**src/rtl/lc3x_muldiv_unit_pkg.sv**
```systemverilog
// Shared types and op-class helpers for the LC-3X iterative multiply/divide unit.
// Optional feature macro used by the unit: LC3X_MULDIV_EARLY_OUT_EN.
package lc3x_muldiv_types;

    typedef enum logic [2:0] {
        MDOP_MUL   = 3'b000,  // low half of product
        MDOP_MULHU = 3'b001,  // high half, unsigned
        MDOP_MULHS = 3'b010,  // high half, signed
        MDOP_RSVD  = 3'b011,  // reserved, behaves as MUL
        MDOP_DIVU  = 3'b100,
        MDOP_DIVS  = 3'b101,
        MDOP_REMU  = 3'b110,
        MDOP_REMS  = 3'b111
    } lc3x_mdop_t;

    typedef enum logic [1:0] {
        ST_IDLE = 2'd0,
        ST_MUL  = 2'd1,
        ST_DIV  = 2'd2,
        ST_DONE = 2'd3
    } lc3x_mdstate_t;

    function automatic logic is_div(input lc3x_mdop_t op);
        logic [2:0] v;
        v = op;
        return v[2];
    endfunction

    function automatic logic is_signed(input lc3x_mdop_t op);
        return (op == MDOP_MULHS) || (op == MDOP_DIVS) || (op == MDOP_REMS);
    endfunction

    function automatic logic is_high(input lc3x_mdop_t op);
        return (op == MDOP_MULHU) || (op == MDOP_MULHS);
    endfunction

    function automatic logic is_rem(input lc3x_mdop_t op);
        return (op == MDOP_REMU) || (op == MDOP_REMS);
    endfunction

endpackage

```
**src/rtl/lc3x_muldiv_unit_if.sv**
```systemverilog
// Start/stall/done handshake and operand/result bus between EX and the mul/div unit.
interface lc3x_muldiv_unit_if #(
    parameter int WIDTH = 16
) ();
    logic                          start;
    logic                          kill;
    lc3x_muldiv_types::lc3x_mdop_t op;
    logic [WIDTH-1:0]              a;
    logic [WIDTH-1:0]              b;
    logic                          stall;
    logic                          done;
    logic [WIDTH-1:0]              result;
    logic                          div_by_zero;

    // EX stage side
    modport master (
        output start, kill, op, a, b,
        input  stall, done, result, div_by_zero
    );

    // Execution unit side
    modport slave (
        input  start, kill, op, a, b,
        output stall, done, result, div_by_zero
    );
endinterface

```
**src/rtl/lc3x_sign_adj.sv**
```systemverilog
// Conditional two's-complement negate. Used both to take operand magnitudes
// and to restore the sign of the final product/quotient/remainder.
module lc3x_sign_adj #(
    parameter int WIDTH = 16
) (
    input  logic [WIDTH-1:0] i_val,
    input  logic             i_neg,
    output logic [WIDTH-1:0] o_val
);
    // Most-negative input maps to itself, which reads correctly as an unsigned magnitude.
    assign o_val = i_neg ? (~i_val + WIDTH'(1)) : i_val;
endmodule

```
**src/rtl/lc3x_muldiv_unit.sv**
```systemverilog
// LC-3X iterative multiply/divide unit: shift-add multiply, restoring divide,
// one bit per cycle, start/stall/done handshake with kill.
// Optional macro LC3X_MULDIV_EARLY_OUT_EN: multiplies finish once the remaining
// multiplier magnitude is zero instead of always running WIDTH iterations.
module lc3x_muldiv_unit
    import lc3x_muldiv_types::*;
#(
    parameter int WIDTH = 16
) (
    input  logic          clk,
    input  logic          rst,
    lc3x_muldiv_unit_if.slave bus
);
    localparam int CNT_W = $clog2(WIDTH + 1);

    lc3x_mdstate_t      r_state, w_state_next;
    lc3x_mdop_t         r_op;
    logic [CNT_W-1:0]   r_cnt;
    logic [2*WIDTH-1:0] r_acc, r_mcand;
    logic [WIDTH-1:0]   r_mplier;
    logic [WIDTH-1:0]   r_quo, r_rem, r_dvsr;
    logic               r_neg_q, r_neg_r;
    logic [WIDTH-1:0]   r_result;
    logic               r_dbz;

    // Operand magnitudes at accept
    logic               w_in_signed;
    logic [WIDTH-1:0]   w_opnd_raw [2];
    logic [WIDTH-1:0]   w_opnd_mag [2];
    logic               w_opnd_neg [2];

    assign w_in_signed   = is_signed(bus.op);
    assign w_opnd_raw[0] = bus.a;
    assign w_opnd_raw[1] = bus.b;

    genvar gi;
    generate
        for (gi = 0; gi < 2; gi++) begin : g_opnd
            assign w_opnd_neg[gi] = w_in_signed & w_opnd_raw[gi][WIDTH-1];
            lc3x_sign_adj #(.WIDTH(WIDTH)) u_mag (
                .i_val (w_opnd_raw[gi]),
                .i_neg (w_opnd_neg[gi]),
                .o_val (w_opnd_mag[gi])
            );
        end
    endgenerate

    logic w_accept, w_b_zero, w_cnt_last, w_mul_fin, w_done;
    assign w_accept   = (r_state == ST_IDLE) && bus.start && !bus.kill;
    assign w_b_zero   = (bus.b == '0);
    assign w_cnt_last = (r_cnt == CNT_W'(1));

    // One iteration of shift-add multiply
    logic [2*WIDTH-1:0] w_acc_step;
    logic [WIDTH-1:0]   w_mplier_step;
    assign w_acc_step    = r_mplier[0] ? (r_acc + r_mcand) : r_acc;
    assign w_mplier_step = r_mplier >> 1;

    // One iteration of restoring divide: shift in next dividend bit, trial subtract
    logic [WIDTH:0]     w_rem_sh, w_diff;
    logic [WIDTH-1:0]   w_quo_step, w_rem_step;
    assign w_rem_sh   = {r_rem, r_quo[WIDTH-1]};
    assign w_diff     = w_rem_sh - {1'b0, r_dvsr};
    assign w_quo_step = {r_quo[WIDTH-2:0], ~w_diff[WIDTH]};
    assign w_rem_step = w_diff[WIDTH] ? w_rem_sh[WIDTH-1:0] : w_diff[WIDTH-1:0];

`ifdef LC3X_MULDIV_EARLY_OUT_EN
    assign w_mul_fin = w_cnt_last || (w_mplier_step == '0);
`else
    assign w_mul_fin = w_cnt_last;
`endif

    // Sign restoration of the final values, fed from this cycle's iteration output
    logic [2*WIDTH-1:0] w_prod_adj;
    logic [WIDTH-1:0]   w_div_adj;
    lc3x_sign_adj #(.WIDTH(2*WIDTH)) u_adj_prod (
        .i_val (w_acc_step),
        .i_neg (r_neg_q),
        .o_val (w_prod_adj)
    );
    lc3x_sign_adj #(.WIDTH(WIDTH)) u_adj_div (
        .i_val (is_rem(r_op) ? w_rem_step : w_quo_step),
        .i_neg (is_rem(r_op) ? r_neg_r : r_neg_q),
        .o_val (w_div_adj)
    );

    // Next-state logic; kill overrides every transition
    always_comb begin
        w_state_next = r_state;
        case (r_state)
            ST_IDLE: if (bus.start)
                         w_state_next = is_div(bus.op) ? (w_b_zero ? ST_DONE : ST_DIV) : ST_MUL;
            ST_MUL:  if (w_mul_fin)  w_state_next = ST_DONE;
            ST_DIV:  if (w_cnt_last) w_state_next = ST_DONE;
            ST_DONE: w_state_next = ST_IDLE;
            default: w_state_next = ST_IDLE;
        endcase
        if (bus.kill) w_state_next = ST_IDLE;
    end

    // Result to capture on entry to DONE, selected by the path that got there
    logic [WIDTH-1:0] w_res_fin;
    logic             w_dbz_fin;
    always_comb begin
        w_res_fin = r_result;
        w_dbz_fin = 1'b0;
        case (r_state)
            ST_IDLE: begin
                // Only a divide by zero reaches DONE straight from IDLE
                w_res_fin = is_rem(bus.op) ? bus.a : '1;
                w_dbz_fin = 1'b1;
            end
            ST_MUL:  w_res_fin = is_high(r_op) ? w_prod_adj[2*WIDTH-1:WIDTH] : w_prod_adj[WIDTH-1:0];
            ST_DIV:  w_res_fin = w_div_adj;
            default: ;
        endcase
    end

    // State register
    always_ff @(posedge clk) begin
        if (rst) r_state <= ST_IDLE;
        else     r_state <= w_state_next;
    end

    // Datapath: load at accept, iterate while busy, capture result on entry to DONE
    always_ff @(posedge clk) begin
        if (rst) begin
            r_op     <= MDOP_MUL;
            r_cnt    <= '0;
            r_acc    <= '0;
            r_mcand  <= '0;
            r_mplier <= '0;
            r_quo    <= '0;
            r_rem    <= '0;
            r_dvsr   <= '0;
            r_neg_q  <= 1'b0;
            r_neg_r  <= 1'b0;
            r_result <= '0;
            r_dbz    <= 1'b0;
        end else begin
            if (w_accept) begin
                r_op     <= bus.op;
                r_cnt    <= CNT_W'(WIDTH);
                r_acc    <= '0;
                r_mcand  <= {{WIDTH{1'b0}}, w_opnd_mag[0]};
                r_mplier <= w_opnd_mag[1];
                r_quo    <= w_opnd_mag[0];
                r_rem    <= '0;
                r_dvsr   <= w_opnd_mag[1];
                r_neg_q  <= w_opnd_neg[0] ^ w_opnd_neg[1];
                r_neg_r  <= w_opnd_neg[0];
            end else if (r_state == ST_MUL) begin
                r_acc    <= w_acc_step;
                r_mcand  <= r_mcand << 1;
                r_mplier <= w_mplier_step;
                r_cnt    <= r_cnt - CNT_W'(1);
            end else if (r_state == ST_DIV) begin
                r_quo    <= w_quo_step;
                r_rem    <= w_rem_step;
                r_cnt    <= r_cnt - CNT_W'(1);
            end
            if (w_state_next == ST_DONE) begin
                r_result <= w_res_fin;
                r_dbz    <= w_dbz_fin;
            end
        end
    end

    assign w_done          = (r_state == ST_DONE);
    assign bus.done        = w_done;
    assign bus.stall       = bus.start & ~w_done & ~rst;
    assign bus.result      = r_result;
    assign bus.div_by_zero = r_dbz;

endmodule

```
**src/flat_wrapper.sv**
```systemverilog
// flat-port wrapper written by rule: the top's interface ports become plain ports
module lc3x_muldiv_unit_flat import lc3x_muldiv_types::*;
#(
    parameter int WIDTH = 16
)
  (clk, rst, bus_start, bus_kill, bus_op, bus_a, bus_b, bus_stall, bus_done, bus_result, bus_div_by_zero);
  lc3x_muldiv_unit_if #(.WIDTH(WIDTH)) bus_i ();
  input  logic clk;
  input  logic rst;
  input wire logic [$bits(bus_i.start)-1:0] bus_start;
  input wire logic [$bits(bus_i.kill)-1:0] bus_kill;
  input wire logic [$bits(bus_i.op)-1:0] bus_op;
  input wire logic [$bits(bus_i.a)-1:0] bus_a;
  input wire logic [$bits(bus_i.b)-1:0] bus_b;
  output wire logic [$bits(bus_i.stall)-1:0] bus_stall;
  output wire logic [$bits(bus_i.done)-1:0] bus_done;
  output wire logic [$bits(bus_i.result)-1:0] bus_result;
  output wire logic [$bits(bus_i.div_by_zero)-1:0] bus_div_by_zero;
  assign bus_i.start = bus_start;
  assign bus_i.kill = bus_kill;
  assign bus_i.op = bus_op;
  assign bus_i.a = bus_a;
  assign bus_i.b = bus_b;
  assign bus_stall = bus_i.stall;
  assign bus_done = bus_i.done;
  assign bus_result = bus_i.result;
  assign bus_div_by_zero = bus_i.div_by_zero;
  lc3x_muldiv_unit #(.WIDTH(WIDTH)) u_core (.clk(clk), .rst(rst), .bus(bus_i));
endmodule
```
**config.mk**
```make
export PLATFORM = sky130hd
export DESIGN_NAME = lc3x_muldiv_unit_flat
export DESIGN_NICKNAME = d
export VERILOG_FILES = /design/src/rtl/lc3x_muldiv_unit_pkg.sv /design/src/rtl/lc3x_muldiv_unit_if.sv /design/src/rtl/lc3x_sign_adj.sv /design/src/rtl/lc3x_muldiv_unit.sv /design/src/flat_wrapper.sv
export SDC_FILE = /design/constraint.sdc
export NUM_CORES = 1
export LEC_CHECK = 0
export CAP_MARGIN = 20
export CORE_ASPECT_RATIO = 1.4
export CORE_MARGIN = 10
export CORE_UTILIZATION = 47
export CTS_CLUSTER_DIAMETER = 60
export DETAILED_ROUTE_END_ITERATION = 10
export GPL_TIMING_DRIVEN = 0
export PLACE_DENSITY = 0.64
export RECOVER_POWER = 50
export SYNTH_ARGS = -nofsm -noshare
export SYNTH_HDL_FRONTEND = slang
export SYNTH_SLANG_ARGS = --single-unit
export TNS_END_PERCENT = 1
```
**constraint.sdc**
```tcl
create_clock -name clk -period 5.4 [get_ports clk]
set_input_delay 0.81 -clock clk [delete_from_list [all_inputs] [get_ports clk]]
set_output_delay 0.81 -clock clk [all_outputs]
set_load 0.02 [all_outputs]
```
==> metrics, run 1 <==
minimum clock period about 5.1 ns; reg2reg path depth 21; Post-Syn Nets roughly 1700; max_slew headroom about 28%; vias per cell around 6.3; share of the core filled with cells approximately 53%; Multi-input gate area between 0.008 and 0.009 mm2; Internal Pwr Total ~2.2 mW; CTS tree done; sequential element share of the synthesized area 25.5%; Port Buf Inserts 56; core region area 0.0260 mm2; Yosys top cell by area dfxtp_1; ant diodes 0; skew final about 0.012 ns; switching power 1.10 mW; critical path data required time approximately 5.7 ns; Area growth syn-to-layout 12.3%; crit path to u_core.bus.result[14]; number of CTS-inserted buffers 17; number of synthesized flops with an enable pin 0; Peak VDD IR approximately 0.22 mV; ANT nets after route 0; largest net degree at the start of global routing 17; synth warn 0; CTS Buffer Depth 2; LEAKAGE between 5 and 6 nW; gpl congestion approximately 0.96; HPWL Detailed about 38000 um; actual slew at the worst max-slew pin between 1 and 1.5 ns; asr flop ratio synth 0%; final hold violations 0; std cell rows 70; Clk pin slew, worst setup/hold paths 0.07 ns; Final Slew Violations 0; Initial Util between 40% and 50%; layout cells sized above 1 under 10%; hold_buf cts 0; vias approximately 13000; fmax a little under 0.2 GHz; Setup Viol. Count Final 0; PnR Total Power between 3 and 4 mW; worst-skew pair later-pin latency 0.45 ns; launch point of the worst path u_core.r_quo[15]; Mapped Area 0.0123 mm2; I/O pin count 58; Comb power frac approximately a quarter; gate count of the mapped netlist 1568; status finished clean; Iter 0 DRT Violations 836; Synth Flop Type dfxtp_1; Clock power frac about 37%; H-tree depth 4; CP endpoint kind flip-flop; CTS root buffer clkbuf_16; nets 1742; CP arrival about 5.4 ns; Place WS 0.384 ns; top cell type's share of synthesized area between 20% and 30%; Sequential Area ~0.0031 mm2; CP Max Fanout 10; first-pass detailed-route iteration total 7; count of cell types in the netlist about 110; count leader, synth nor2_1; Routed WL around 47000 um; reg-to-reg endpoint u_core.bus.result[14]; grt ovf 0; initial antenna violation count 0; die height 212 um; vias in the first global route 12518; Cell Pwr Density 235 mW/mm2; MaxCap Viol Count 0; top area cells in the synthesized netlist dfxtp_1 25%, ha_1 5.9%, a21oi_1 5.1%, nor2_1 5.0%, nand2_1 4.2%; Global Route Usage Sum 28.0%; CP Class reg -> reg; CP startpoint kind flip-flop; Die X-Extent 157 um; reg-to-reg slack, setup 0.30 ns; first-pass GRT wire length 71300 um; # clock sinks roughly 160; synthesized flop and latch total ~160; worst setup slack after layout just over 0.3 ns; period utilization 94.4%; WHS 0.448 ns; Hold Crit Class reg -> reg; Post-Syn Area per Cell just under 8 um2; Flop pwr share 38.4%; Sw Share approximately 34%; Die Area ~0.033 mm2; routed length per instance ~24 um; Fill cells between 2000 and 3000; DRC violations left 0; Commonest cells post-synth 165 x nor2_1, 157 x dfxtp_1, 137 x nand2_1, 125 x a21oi_1, 87 x o21ai_0; Critical R2R Launch u_core.r_quo[15]
power groups by stage:
stage               Clock (mW)  Sequential [mW]  Combinational, mW
floorplan                    0             1.26              0.535
global placement             0             1.27              0.775
detailed placement           0             1.27              0.780
CTS                       1.22             1.25              0.784
global route              1.27             1.25              0.861
finish                    1.22             1.25              0.790
final cells by class:
cell class | count | share of cell area [%]
Buffer | 98 | 3.93
Sequential cell | 157 | 22.7
Clock buffer | 19 | 3.19
Clock inverter | 13 | 0.957
Timing Repair Buffer | 56 | 4.04
Inverter | 52 | 1.41
Multi-Input combinational cell | 1261 | 60.9
Tap cell | 324 | 2.92
routing by layer:
layer,track usage (%),vias up,share of wire (%)
li1,-,6003,-
met1,28.1,5932,36
met2,49.8,400,51
met3,4.49,174,4.2
met4,23.1,0,8.8
met5,0,-,0
cells by family (layout without fill, tap and decap cells):
logic type / count (synthesis) / count (layout) / synth area share [%]
compound gates: 522 / 522 / 29.8
xor+xnor: 75 / 75 / 5.49
fa+ha+maj: 60 / 60 / 6.20
buf+inv: 150 / 238 / 6.14
flops: 157 / 157 / 25.5
mux: 50 / 50 / 4.11
simple gates: 554 / 554 / 22.7
sequential cells by signal, indices dropped and copies added (netlist names), 2 cells and up:
name	flops
u_core.r_acc	32
u_core.r_cnt	5
u_core.r_mcand	32
u_core.r_state	2
u_core.r_quo	16
u_core.r_mplier	16
u_core.bus.result	16
u_core.r_op	3
u_core.r_rem	16
u_core.r_dvsr	16
worst max-delay path: stages, from the launching register on:
cell      delay (ns)
dfxtp_1         0.36
inv_1           0.12
ha_1            0.20
inv_1           0.06
fa_1            0.42
a211oi_1        0.33
o211ai_1        0.23
and3_1          0.24
o21a_1          0.22
buf_2           0.18
nor2_1          0.16
clkbuf_4        0.27
mux2i_1         0.28
nor2_1          0.06
a21oi_1         0.21
ha_1            0.21
o311a_1         0.21
nand4_1         0.24
o31ai_1         0.33
xor2_1          0.20
nor4_1          0.08
or3_1           0.37
per-stage QoR:
stage	TNS, ns	area (um2)	instances
finish	0	13900	1980
global route	-0.0250	13900	1980
CTS	0	13900	1980
detailed placement	0	13300	1948
global placement	0	13300	1948
floorplan	0	12300	1568
cell usage in the layout (no fill, tap or decap), types with 16 or more instances in the layout:
master           count
nor2_1             165
ha_1                58
clkbuf_16           17
a21boi_0            23
a22o_1              29
inv_1               52
dlygate4sd3_1       23
and2_1              16
xnor2_1             48
a211oi_1            57
nand2_1            137
dfxtp_1            157
o21ai_0             87
clkdlybuf4s50_1     33
and3_1              16
a21oi_1            125
o31ai_1             16
nor3_1              48
clkbuf_1            66
nand3_1             38
nand4_1             16
mux2i_1             45
xor2_1              25
worst min path at each step:
stage	start	to	cells after the start
6_report	u_core.bus.result[6]	u_core.bus.result[6]	2
2_1_floorplan	u_core.r_mplier[15]	u_core.r_mplier[15]	1
3_5_place_dp	u_core.r_mplier[15]	u_core.r_mplier[15]	1
5_1_grt	u_core.bus.result[6]	u_core.bus.result[6]	2
4_1_cts	u_core.bus.result[6]	u_core.bus.result[6]	2
3_3_place_gp	u_core.r_dvsr[15]	u_core.r_dvsr[15]	1
repair_timing:
| action | CTS | global route |
|---|---|---|
| hold endpoints to repair | 0 | 0 |
| setup endpoints to repair | 0 | 1 |
| buffers inserted | 0 | 0 |
| resized for setup | 0 | 1 |
Note: power is estimated with default switching activity, not from simulation.
==> run 2, diff against run 1 <==
--- a/config.mk
+++ b/config.mk
@@ -6,13 +6,16 @@
 export NUM_CORES = 1
 export LEC_CHECK = 0
 export CAP_MARGIN = 20
+export CELL_PAD_IN_SITES_DETAIL_PLACEMENT = 1
+export CELL_PAD_IN_SITES_GLOBAL_PLACEMENT = 1
 export CORE_ASPECT_RATIO = 1.4
 export CORE_MARGIN = 10
 export CORE_UTILIZATION = 47
 export CTS_CLUSTER_DIAMETER = 60
 export DETAILED_ROUTE_END_ITERATION = 10
+export DONT_BUFFER_PORTS = 1
 export GPL_TIMING_DRIVEN = 0
-export PLACE_DENSITY = 0.64
+export PLACE_DENSITY = 0.77
 export RECOVER_POWER = 50
 export SYNTH_ARGS = -nofsm -noshare
 export SYNTH_HDL_FRONTEND = slang
==> run 2 against run 1 <==
Against the previous run: non-clock buffer count fell by 56; critical path depth did not move; utilization fell by 2.1 points; first-iteration DRC count fell by 15%; hold slack got worse by 0.0041 ns; via count rose by 1.1%; register-to-register slack improved by 0.07 ns; wire length rose by 7.5%.
==> metrics, run 2 (synthesis results as in run 1) <==
status finished clean (unchanged); worst-skew pair later-pin latency 0.45 ns (about the same); CTS Buffer Depth 2 (unchanged); die height 212 um (unchanged); Iter 0 DRT Violations 708 (was 836); core region area 0.0260 mm2 (unchanged); std cell rows 70 (unchanged); met1 Usage GRT 29.3% (was 28.1%); slowest stage cell, crit path fa_1 (unchanged); DRC violations left 0 (unchanged); period utilization 93.1% (was 94.4%); H-tree depth 4 (unchanged); vias in the first global route 13119 (was 12518); Initial Util 47.4% (unchanged); LEAKAGE 4.94 nW (was 5.20 nW); ANT nets after route 0 (unchanged); MaxCap Viol Count 0 (unchanged); Largest regs u_core.r_acc (32), u_core.r_mcand (32) (unchanged); I/O pin count 58 (unchanged); # clock sinks 157 (unchanged); met3 usage 5.30% (was 4.49%); worst stage delay on the critical path 0.42 ns (about the same); HPWL Detailed 40400 um (was 37800 um); Cell Pwr Density 244 mW/mm2 (was 235 mW/mm2); actual slew at the worst max-slew pin 1.11 ns (was 1.07 ns); fmax 0.199 GHz (was 0.196 GHz); Cell Chain, Critical Path inv_1, ha_1, inv_1, fa_1, a211oi_2, o211ai_1, and3_1, o21a_1, buf_2, nor2_1, clkbuf_4, mux2i_1, nor2_1, a21oi_1, ha_1, o311a_1, nand4_1, o31ai_2, xor2_1, nor4_1, or3_1 (was inv_1, ha_1, inv_1, fa_1, a211oi_1, o211ai_1, and3_1, o21a_1, buf_2, nor2_1, clkbuf_4, mux2i_1, nor2_1, a21oi_1, ha_1, o311a_1, nand4_1, o31ai_1, xor2_1, nor4_1, or3_1); vias 12649 (was 12509); Final Slew Violations 0 (unchanged); Die Area 0.0332 mm2 (unchanged); Routed WL 50400 um (was 46900 um); CP Class reg -> reg (unchanged); reg-to-reg slack, setup 0.37 ns (was 0.30 ns); Setup TNS Final 0 ns (unchanged); GR met2 Demand/Resource 55.3% (was 49.8%); number of CTS-inserted buffers 17 (unchanged); Die X-Extent 157 um (unchanged); Clk pin slew, worst setup/hold paths 0.07 ns (about the same); Fill cells 3267 (was 2585); PnR Total Power 3.24 mW (was 3.25 mW); layout cells sized above 1 8.94% (was 8.45%); commonest non-fill, non-tap cell in the layout nor2_1 (unchanged); Peak VDD IR 0.236 mV (was 0.217 mV); nets 1686 (was 1742); skew final 0.0122 ns (was 0.0116 ns); CTS root buffer clkbuf_16 (unchanged); routed length per instance 26.2 um (was 23.7 um); RSZ-0062 raised after global routing false; largest net degree at the start of global routing 17 (unchanged); CP arrival 5.35 ns (was 5.42 ns); commonest cells after routing, fill and taps aside 165 x nor2_1, 157 x dfxtp_1, 137 x nand2_1, 125 x a21oi_1, 87 x o21ai_0 (unchanged); CP endpoint kind flip-flop (unchanged); Global Route Usage Sum 30.3% (was 28.0%); Hold Crit Class in -> reg (was reg -> reg); Area growth syn-to-layout 7.92% (was 12.3%); Setup Viol. Count Final 0 (unchanged); max_slew headroom 24.2% (was 28.4%); CP startpoint kind flip-flop (unchanged); Port Buf Inserts 0 (was 56); vias per cell 6.57 (was 6.32); CTS tree done (unchanged); share of the core filled with cells 51.2% (was 53.3%); gpl congestion 0.943 (was 0.960); first-pass GRT wire length 77100 um (was 71300 um); CP Max Fanout 10 (unchanged); first-pass detailed-route iteration total 4 (was 7); global route hottest layer met2 (unchanged); # Post-CTS Setup Buffers 0 (unchanged); initial antenna violation count 4 (was 0); final hold violations 0 (unchanged); critical path data required time 5.72 ns (about the same); minimum clock period 5.03 ns (was 5.10 ns); grt ovf 0 (unchanged)
run 2: cell types whose count changed in the layout (fill, tap and decap cells not counted), sizes merged:
cell,change
clkdlybuf4s50,-33
clkinvlp,-1
clkbuf,-2
inv,+3
diode,+1
dlygate4sd3,-23
run 2: metrics by stage:
stage	area [um2]	hold WS (ns)	cells	setup WS (ns)
finish	13300	0.444	1925	0.372
global route	13300	0.437	1924	0.0461
detailed placement	12700	0.449	1892	0.274
global placement	12700	0.439	1892	0.357
CTS	13300	0.428	1924	0.233
floorplan	12300	0.426	1568	1.22
run 2: worst paths after layout:
| check | from | end | cells after the start |
|---|---|---|---|
| min reg2reg | u_core.r_op[0] | u_core.r_op[0] | 2 |
| max reg2reg | u_core.r_quo[15] | u_core.bus.result[14] | 21 |
| min | bus_kill | u_core.r_state[0] | 1 |
| max | u_core.r_quo[15] | u_core.bus.result[14] | 21 |
run 2: metal layers:
layer / up-vias / wire length [um] / share of wire (%)
met2: 317 / 26000 / 52
met1: 6291 / 18100 / 36
li1: 5871 / - / -
met3: 166 / 2040 / 4.1
met4: 4 / 4260 / 8.5
met5: - / 28 / 0.056
run 2: power breakdown:
group	total [mW]	internal, mW	switching [mW]
sequential	1.26	1.20	0.0527
combinational	0.749	0.262	0.487
clock	1.24	0.652	0.585
total	3.24	2.12	1.12
run 2: final cells by class:
class / count / area, um2 / area share [%]
antenna: 1 / 2.50 / 0.0188
buffer: 98 / 546 / 4.10
clock buffer: 17 / 425 / 3.19
clock inverter: 15 / 151 / 1.14
inverter: 52 / 195 / 1.47
multi-input combinational: 1261 / 8450 / 63.4
sequential: 157 / 3140 / 23.6
tap: 324 / 405 / 3.04
run 2: timing repair:
action,in CTS,in global routing
hold buffers,0,0
gates resized for setup,0,3
setup endpoints to repair,0,4
run 2: worst max-delay path: cells and delay by family (launching register included):
family / cells / cell delay (ns)
AND/OR/NAND/NOR: 6 / 1.20
XOR/XNOR: 1 / 0.20
AO/OA/AOI/OAI: 6 / 1.44
adder cells (fa/ha/maj): 3 / 0.81
multiplexers: 1 / 0.28
buffers and inverters: 4 / 0.63
flip-flops: 1 / 0.34
